===== config.mk =====
export PLATFORM = sky130hd
export DESIGN_NAME = mul_pp_issue_8
export DESIGN_NICKNAME = d
export VERILOG_FILES = /design/src/rtl/mul8_pkg.sv /design/src/rtl/mul8x8_u.sv /design/src/rtl/mul_pp_issue_8.sv
export SDC_FILE = /design/constraint.sdc
export NUM_CORES = 2
export LEC_CHECK = 0
export ABC_AREA = 1
export CAP_MARGIN = 20
export CORE_UTILIZATION = 45
export DETAILED_ROUTE_END_ITERATION = 10
export GPL_TIMING_DRIVEN = 0
export HOLD_SLACK_MARGIN = 0.02
export PLACE_DENSITY = 0.62
export SETUP_SLACK_MARGIN = 0.3
export SYNTH_ARGS = -nofsm -noshare
export SYNTH_HDL_FRONTEND = slang
export SYNTH_SLANG_ARGS = --single-unit

===== constraint.sdc =====
create_clock -name clk -period 19 [get_ports clk]
set_clock_uncertainty 0.05 [all_clocks]
set_input_delay 3.8 -clock clk [delete_from_list [all_inputs] [get_ports clk]]
set_output_delay 3.8 -clock clk [all_outputs]
set_load 0.01 [all_outputs]

===== src/rtl/mul8_pkg.sv =====
// Shared definitions for the 8-lane byte multiplier: SEW encoding and issue-FSM states.
package mul8_pkg;

  localparam logic [1:0] SEW_8   = 2'd0;
  localparam logic [1:0] SEW_16  = 2'd1;
  localparam logic [1:0] SEW_32  = 2'd2;
  localparam logic [1:0] SEW_ILL = 2'd3;

  typedef enum logic [2:0] {
    StIdle,
    StStart,
    StPh1,
    StPh2,
    StDone
  } issue_state_e;

endpackage


===== src/rtl/mul8x8_u.sv =====
// Unsigned 8x8 -> 16-bit combinational multiplier, one per byte lane.
module mul8x8_u (
  input  logic [7:0]  a,
  input  logic [7:0]  b,
  output logic [15:0] p
);

  assign p = {8'd0, a} * {8'd0, b};

endmodule


===== src/rtl/mul_pp_issue_8.sv =====
// Issue front end: latches operands, starts the combiner and presents eight byte
// products per phase in the lane order the combiner expects.
module mul_pp_issue_8
  import mul8_pkg::*;
(
  input  logic        clk,
  input  logic        reset,
  input  logic        in_valid,
  output logic        in_ready,
  input  logic [1:0]  sew,
  input  logic [31:0] op_a,
  input  logic [31:0] op_b,
  output logic        pp_start,
  output logic [1:0]  pp_sew,
  output logic [15:0] pp_out_1,
  output logic [15:0] pp_out_2,
  output logic [15:0] pp_out_3,
  output logic [15:0] pp_out_4,
  output logic [15:0] pp_out_5,
  output logic [15:0] pp_out_6,
  output logic [15:0] pp_out_7,
  output logic [15:0] pp_out_8,
  output logic        res_valid,
  output logic        err
);

  issue_state_e state_q;
  logic [31:0]  a_q, b_q;
  logic [1:0]   sew_q;
  logic [15:0]  pp_q [8];
  logic [7:0]   a_byte [4];
  logic [7:0]   b_byte [4];
  logic [7:0]   mul_a [8];
  logic [7:0]   mul_b [8];
  logic [15:0]  prod [8];
  logic         phase2;

  // Phase-2 operands are selected while sitting in PH1 so they load on its exit edge.
  assign phase2   = (state_q == StPh1);
  assign in_ready = (state_q == StIdle);

  always_comb begin
    for (int i = 0; i < 4; i++) begin
      a_byte[i] = a_q[8*i +: 8];
      b_byte[i] = b_q[8*i +: 8];
    end
    for (int i = 0; i < 8; i++) begin
      mul_a[i] = 8'd0;
      mul_b[i] = 8'd0;
    end
    case (sew_q)
      SEW_8: begin
        for (int i = 0; i < 4; i++) begin
          mul_a[i] = a_byte[i];
          mul_b[i] = b_byte[i];
        end
      end
      SEW_16: begin
        // Two independent 16x16 lanes, each split into four byte products.
        for (int h = 0; h < 2; h++) begin
          for (int j = 0; j < 4; j++) begin
            mul_a[4*h + j] = a_byte[2*h + (j % 2)];
            mul_b[4*h + j] = b_byte[2*h + (j / 2)];
          end
        end
      end
      SEW_32: begin
        for (int i = 0; i < 4; i++) begin
          mul_a[i]     = a_byte[i];
          mul_b[i]     = phase2 ? b_byte[2] : b_byte[0];
          mul_a[i + 4] = a_byte[i];
          mul_b[i + 4] = phase2 ? b_byte[3] : b_byte[1];
        end
      end
      default: ;
    endcase
  end

  for (genvar g = 0; g < 8; g++) begin : g_lane
    mul8x8_u u_mul (
      .a (mul_a[g]),
      .b (mul_b[g]),
      .p (prod[g])
    );
  end

  always_ff @(posedge clk or posedge reset) begin
    if (reset) begin
      state_q   <= StIdle;
      a_q       <= '0;
      b_q       <= '0;
      sew_q     <= SEW_8;
      pp_start  <= 1'b0;
      pp_sew    <= SEW_8;
      res_valid <= 1'b0;
      err       <= 1'b0;
      for (int i = 0; i < 8; i++) pp_q[i] <= '0;
    end else begin
      pp_start  <= 1'b0;
      pp_sew    <= SEW_8;
      res_valid <= 1'b0;
      err       <= 1'b0;
      case (state_q)
        StIdle: begin
          if (in_valid) begin
            a_q   <= op_a;
            b_q   <= op_b;
            sew_q <= sew;
            if (sew == SEW_ILL) begin
              err <= 1'b1;
            end else begin
              state_q  <= StStart;
              pp_start <= 1'b1;
              pp_sew   <= sew;
            end
          end
        end
        StStart: begin
          state_q <= StPh1;
          for (int i = 0; i < 8; i++) pp_q[i] <= prod[i];
        end
        StPh1: begin
          if (sew_q == SEW_32) begin
            state_q <= StPh2;
            for (int i = 0; i < 8; i++) pp_q[i] <= prod[i];
          end else begin
            state_q   <= StDone;
            res_valid <= 1'b1;
            for (int i = 0; i < 8; i++) pp_q[i] <= '0;
          end
        end
        StPh2: begin
          state_q   <= StDone;
          res_valid <= 1'b1;
          for (int i = 0; i < 8; i++) pp_q[i] <= '0;
        end
        StDone:  state_q <= StIdle;
        default: state_q <= StIdle;
      endcase
    end
  end

  assign pp_out_1 = pp_q[0];
  assign pp_out_2 = pp_q[1];
  assign pp_out_3 = pp_q[2];
  assign pp_out_4 = pp_q[3];
  assign pp_out_5 = pp_q[4];
  assign pp_out_6 = pp_q[5];
  assign pp_out_7 = pp_q[6];
  assign pp_out_8 = pp_q[7];

endmodule


Yosys cells after proc, flatten, opt, wreduce, memory -nomap -nowiden
Index checks and enable logic that the tools add are counted.
W data, S select, Z words.
{ "op_classes": {"multipliers": 8, "n_eq_ne": 8, "add_sub_neg": 0, "n_lt_le_gt_ge": 0, "shifts": 0, "n_div": 0, "muxes": 23, "n_reduce_logical": 6, "bitwise_logic": 0} }
{ "ops": {"columns": ["cell", "count"], "rows": [
  ["$pmux W128 S3", 1],
  ["$pmux W32 S2", 3],
  ["$mul A8 B8 Y16", 8],
  ["$mux W128", 1],
  ["$pmux W32 S3", 1],
  ["$mux W8", 2],
  ["$pmux W3 S4", 1],
  ["$mux W3", 3],
  ["$mux W1", 7],
  ["$eq A3 B2 Y1 const B", 2],
  ["$mux W2", 3],
  ["$eq A2 B2 Y1 const B", 2],
  ["$ne A2 B2 Y1 const B", 2],
  ["$reduce_and A2 Y1", 2],
  ["$eq A3 B1 Y1 const B", 1],
  ["$logic_not A3 Y1", 1],
  ["$reduce_bool A3 Y1", 1],
  ["$eq A2 B1 Y1 const B", 1],
  ["$logic_not A2 Y1", 1],
  ["$pmux W1 S2", 1],
  ["$reduce_or A2 Y1", 1]
]} }
{ "totals": {"ramBits": 0, "latch_bits": 0, "word_cells": 61, "n_memories": 0, "romBits": 0, "ff_bits": 202} }

Longest topological paths before layout
{ "depth": {"word_depth": 6, "ltp_mapped": 28, "mapped_depth_nobuf": 26} }

By module
From an unflattened synthesis, not the netlist that was laid out.
{ "unflattened": {"cells_unflattened": 4204, "area_unflattened_um2": 28778.9} }
{ "by_module_without_submodules": {"columns": ["mod", "area_per_inst_um2", "n_inst", "cells_each"], "rows": [
  ["mul8x8_u (g_lane[0].u_mul ...)", 2396.0, 4, 375],
  ["mul_pp_issue_8", 9546.7, 1, 1195],
  ["mul8x8_u (g_lane[5].u_mul ...)", 2412.3, 2, 378],
  ["mul8x8_u (g_lane[7].u_mul)", 2417.3, 1, 378],
  ["mul8x8_u (g_lane[4].u_mul)", 2406.1, 1, 375]
]} }

Worst setup path after synthesis
Ideal clock, no wire load.
{ "synth_timing": {"path_type": "reg2reg", "start": "reg sew_q[0]", "end": "reg pp_q, in the netlist pp_out_5[14]", "required_time_ps": 18833, "setup_ps": 117, "stages_incl_launch_ff": 24, "synth_period_minus_slack_ps": 4927, "arrival_ps": 4760, "setup_slack_ps": 14073, "path_cell_list": "dfrtp_1 > inv_1 > ha_1 > buf_2 > nand2_2 > clkinv_1 > a22oi_1 > nor2_1 > fa_1 > inv_1 > fa_1 > inv_1 > fa_1 > inv_1 > fa_1 > inv_1 > ha_1 > nand2_1 > nor2_1 > nand3_1 > nand3_1 > nand2_1 > nand3_1 > nand2_1"} }
{ "synth_between": {"elab_chain_len": 5} }
{ "synth_rtl": {"columns": ["element", "line_no", "text"], "rows": [
  ["start, declared", "mul_pp_issue_8.sv:29", "logic [1:0] sew_q;"],
  ["start signal, assigned", "mul_pp_issue_8.sv:108", "sew_q <= sew;"],
  ["$eq A2 B2 Y1 or $eq A2 B1 Y1 (tied branches)", "mul_pp_issue_8.sv:51, mul_pp_issue_8.sv:123", null],
  ["$pmux W32 S2", "mul_pp_issue_8.sv:51", "case (sew_q)"],
  ["$mul A8 B8 Y16", "mul8x8_u.sv:8", "assign p = {8'd0, a} * {8'd0, b};"],
  ["$mux W128", "mul_pp_issue_8.sv:123", "if (sew_q == SEW_32) begin"],
  ["$pmux W128 S3 *", "mul_pp_issue_8.sv:103", "case (state_q)"],
  ["end, declared", "mul_pp_issue_8.sv:30", "logic [15:0] pp_q [8];"]
]} }
Every way passes the cells marked *; elsewhere a longest branch is shown, timed or not.
A chain may end at the register's enable or synchronous reset.

Worst setup path after layout
{ "layout_timing": {"start": "reg sew_q[0]", "end": "reg pp_q, in the netlist pp_out_5[11]"} }
The elaborated chain is that of the path after synthesis.

==> flow_summary.yaml <==
floorplanning:
  ioPinCount: 203
  core_sq_um: 57700
  die_h_um: 244
  start_util: 0.456
  rows: 88
  die_x_um: 244
  die-area_sq_um: 59400
synth:
  synth.distinct_cells: 34
  synth_nets: 4244
  syn_avg_cell_area_sq_um: 7.31
  syn_area_sq_um: 26300
  syn_inst: 3595
  ys_warn_count: 0
  ys_seq_elements: 202
  ys_seq_area_frac: 0.192
timing:
  tightest_slew_ps: 1100
  fin_crit_sh: 0.310
  final-hold-violation-count: 0
  tns_ps: 0
  timing.hold.ws_ps: 427
  fmaxAchievable_mhz: 170
  slew_violations: 0
  relSlewSlack: 0.268
  grt_setup_unrepaired: "false"
  setup_viol: 0
  min_period_ps: 5900
routing:
  vias: 23438
  antenna_left: 0
  drc_errors: 0
  avgViaCountPerCell: 5.08
  wirelength_um: 81400
  drt-pass1-iter-count: 5
  wl_per_cell_um: 17.6
  drt_iter0_markers: 1721
grt:
  grt_pass1_wl_um: 129000
  grt_use_met1: 0.378
  grt_use_total: 0.279
  grt_max_degree: 114
  busiest_layer: "met2"
  groute.layer.met3.usage: 0.0510
  grt_antenna_before_repair: 2
  grt_pass1_vias: 22980
  use_met2: 0.450
  globalRouteOverflowTotal: 0
cts:
  clock-sinks: 202
  cts_resized: 0
  cts.clk_slew.worst_paths_ps: 60
  htreeDepth: 1
  clk_latency_ps: 610
  cts_buffers: 27
  postCtsSetupBuffers: 0
  clockBufferDepth: 3
  cts_tree: "yes"
  root_buffer: "clkbuf_16"
  ctsHoldBuffers: 0
critical_path:
  critPathKind: "register to register"
  worstPathMaxFanout: 10
  worstSetupEndpointType: "register"
  crit_required_ps: 19440
  crit_arrival_ps: 6330
  start_kind: "register"
placement:
  dp_hpwl_um: 65400
  io_buffers: 202
  gp_congestion: 0.984
status:
  status: "completed"
job:
  maxCapViolCount: 0
worst_hold_path:
  hp-class: "register to register"
power_and_ir_drop:
  max-vdd-ir-drop_v: 0.0000944
  power.leakage_uw: 0.0174
  powerDensity_nw_per_um2: 183
cells_and_area:
  insertedDiodeCount: 0
  area.growth.synth_to_final_pct: 15.0
  nNetsFinal: 4479
  drive_above_1_share: 0.0322
==> cells by family after synthesis <==
logic type	Yosys count	share of synthesized area
and+or+nand+nor	1600	0.241
buffers and inverters	892	0.131
DFF	202	0.192
xor gates and xnor gates	32	0.0107
adders and majority gates	580	0.358
AOI/OAI and AO/OA	289	0.0667
==> power breakdown <==
group | switching [uW] | internal [uW] | total (uW)
sequential | 100 | 599 | 699
combinational | 2860 | 1430 | 4290
clock | 223 | 307 | 530
==> registers in the layout (all words and copies together), names as in the netlist <==
name,count
pp_out_2,16
pp_out_4,16
a_q,32
err,1
pp_out_1,16
sew_q,2
pp_sew,2
pp_out_3,16
b_q,32
res_valid,1
pp_out_5,16
pp_out_7,16
pp_start,1
state_q,3
pp_out_6,16
pp_out_8,16
==> critical path, stage by stage, from the launching register on <==
cell	delay, ps
dfrtp_1	430
inv_1	100
ha_1	290
buf_2	170
nand2_2	170
clkinv_1	290
a32oi_1	850
nor2_1	170
fa_1	570
inv_1	50
fa_1	520
inv_1	50
fa_1	480
inv_1	50
fa_1	470
inv_1	40
ha_1	370
nand2_1	120
nor2_1	160
nand2_1	70
nand2_1	80
a21oi_1	60
o21ai_0	120
nand2_1	70
==> cells in the mapped netlist <==
master    instances  share of area
a21oi_1          49         0.0093
a22o_1           32          0.011
a22oi_1           3        0.00086
a32oi_1          11         0.0037
and3_1            1        0.00024
buf_1             5        0.00071
buf_2            48         0.0091
buf_4             5         0.0014
buf_6             1        0.00043
clkbuf_1         23         0.0033
clkinv_1          2        0.00029
dfrtp_1         202           0.19
fa_1            288           0.22
ha_1            292           0.14
inv_1           806           0.12
inv_2             2        0.00029
nand2_1         959           0.14
nand2_2           2        0.00048
nand3_1         165          0.031
nand3b_4          1        0.00076
nand4_1          32         0.0076
nor2_1          421          0.060
nor2_2            1        0.00024
nor3_1           15         0.0029
nor3_2            1        0.00038
o211ai_1         30         0.0086
o21ai_0          99          0.019
o21ai_1          38         0.0072
o21ai_2           8         0.0027
o22ai_1          18         0.0043
o32ai_2           1        0.00062
or2_1             1        0.00024
or2_2             1        0.00024
xnor2_1          32          0.011
==> path summary, 6_finish.rpt <==
path                                   start           end  slack [ps]  depth (start not counted)
min in group asynchronous              reset   pp_out_3[9]        3660                          2
worst max-delay path                sew_q[0]  pp_out_5[11]       13100                         23
worst max register to register      sew_q[0]  pp_out_5[11]       13100                         23
worst min-delay path            pp_out_4[11]  pp_out_4[11]         430                          2
worst min register to register  pp_out_4[11]  pp_out_4[11]         430                          2
max in group asynchronous              reset   pp_out_8[2]       14110                          3
==> stage by stage <==
step,util,total power [uW],instances,instance area (sq um),setup WS (ps)
2_1_floorplan,-,3530,3595,26300,9640
3_3_place_gp,0.507,4960,4562,29300,6060
3_5_place_dp,0.508,4980,4565,29300,13140
4_1_cts,0.524,5550,4614,30200,13130
5_1_grt,0.524,6110,4615,30200,12700
6_report,0.524,5520,4615,30200,13100
==> cell usage in the layout, fill, tap and decap left out, types with 5 or more instances in the layout <==
cell and count:
dfrtp_1 202, xnor2_1 32, o21ai_0 99, clkinvlp_4 5
buf_4 5, ha_1 292, inv_1 805, nand2_1 959
o21ai_2 8, buf_2 50, clkbuf_8 5, o21ai_1 38
clkdlybuf4s50_1 202, clkbuf_16 27, nand3_1 165, o211ai_1 30
o22ai_1 18, a21oi_1 49, clkbuf_1 24, nor3_1 15
fa_1 288, buf_1 5, nand4_1 32, a32oi_1 11
a22o_1 32, nor2_1 421
==> area by class of cell <==
cell class | instances | area, sq um
Buffer | 82 | 395
Clock buffer | 34 | 752
Clock inverter | 15 | 153
Fill cell | 5804 | 27500
Inverter | 810 | 3050
Multi-Input combinational cell | 2501 | 17800
Sequential cell | 202 | 5050
Tap cell | 765 | 957
Timing Repair Buffer | 206 | 2070
==> per-layer routing <==
metal | up-vias | share of wire
met5 | - | 0.00016
met4 | 2 | 0.032
met3 | 132 | 0.082
met2 | 760 | 0.45
met1 | 11153 | 0.43
li1 | 11391 | -
No activity file was read; power rests on OpenSTA's default activity.
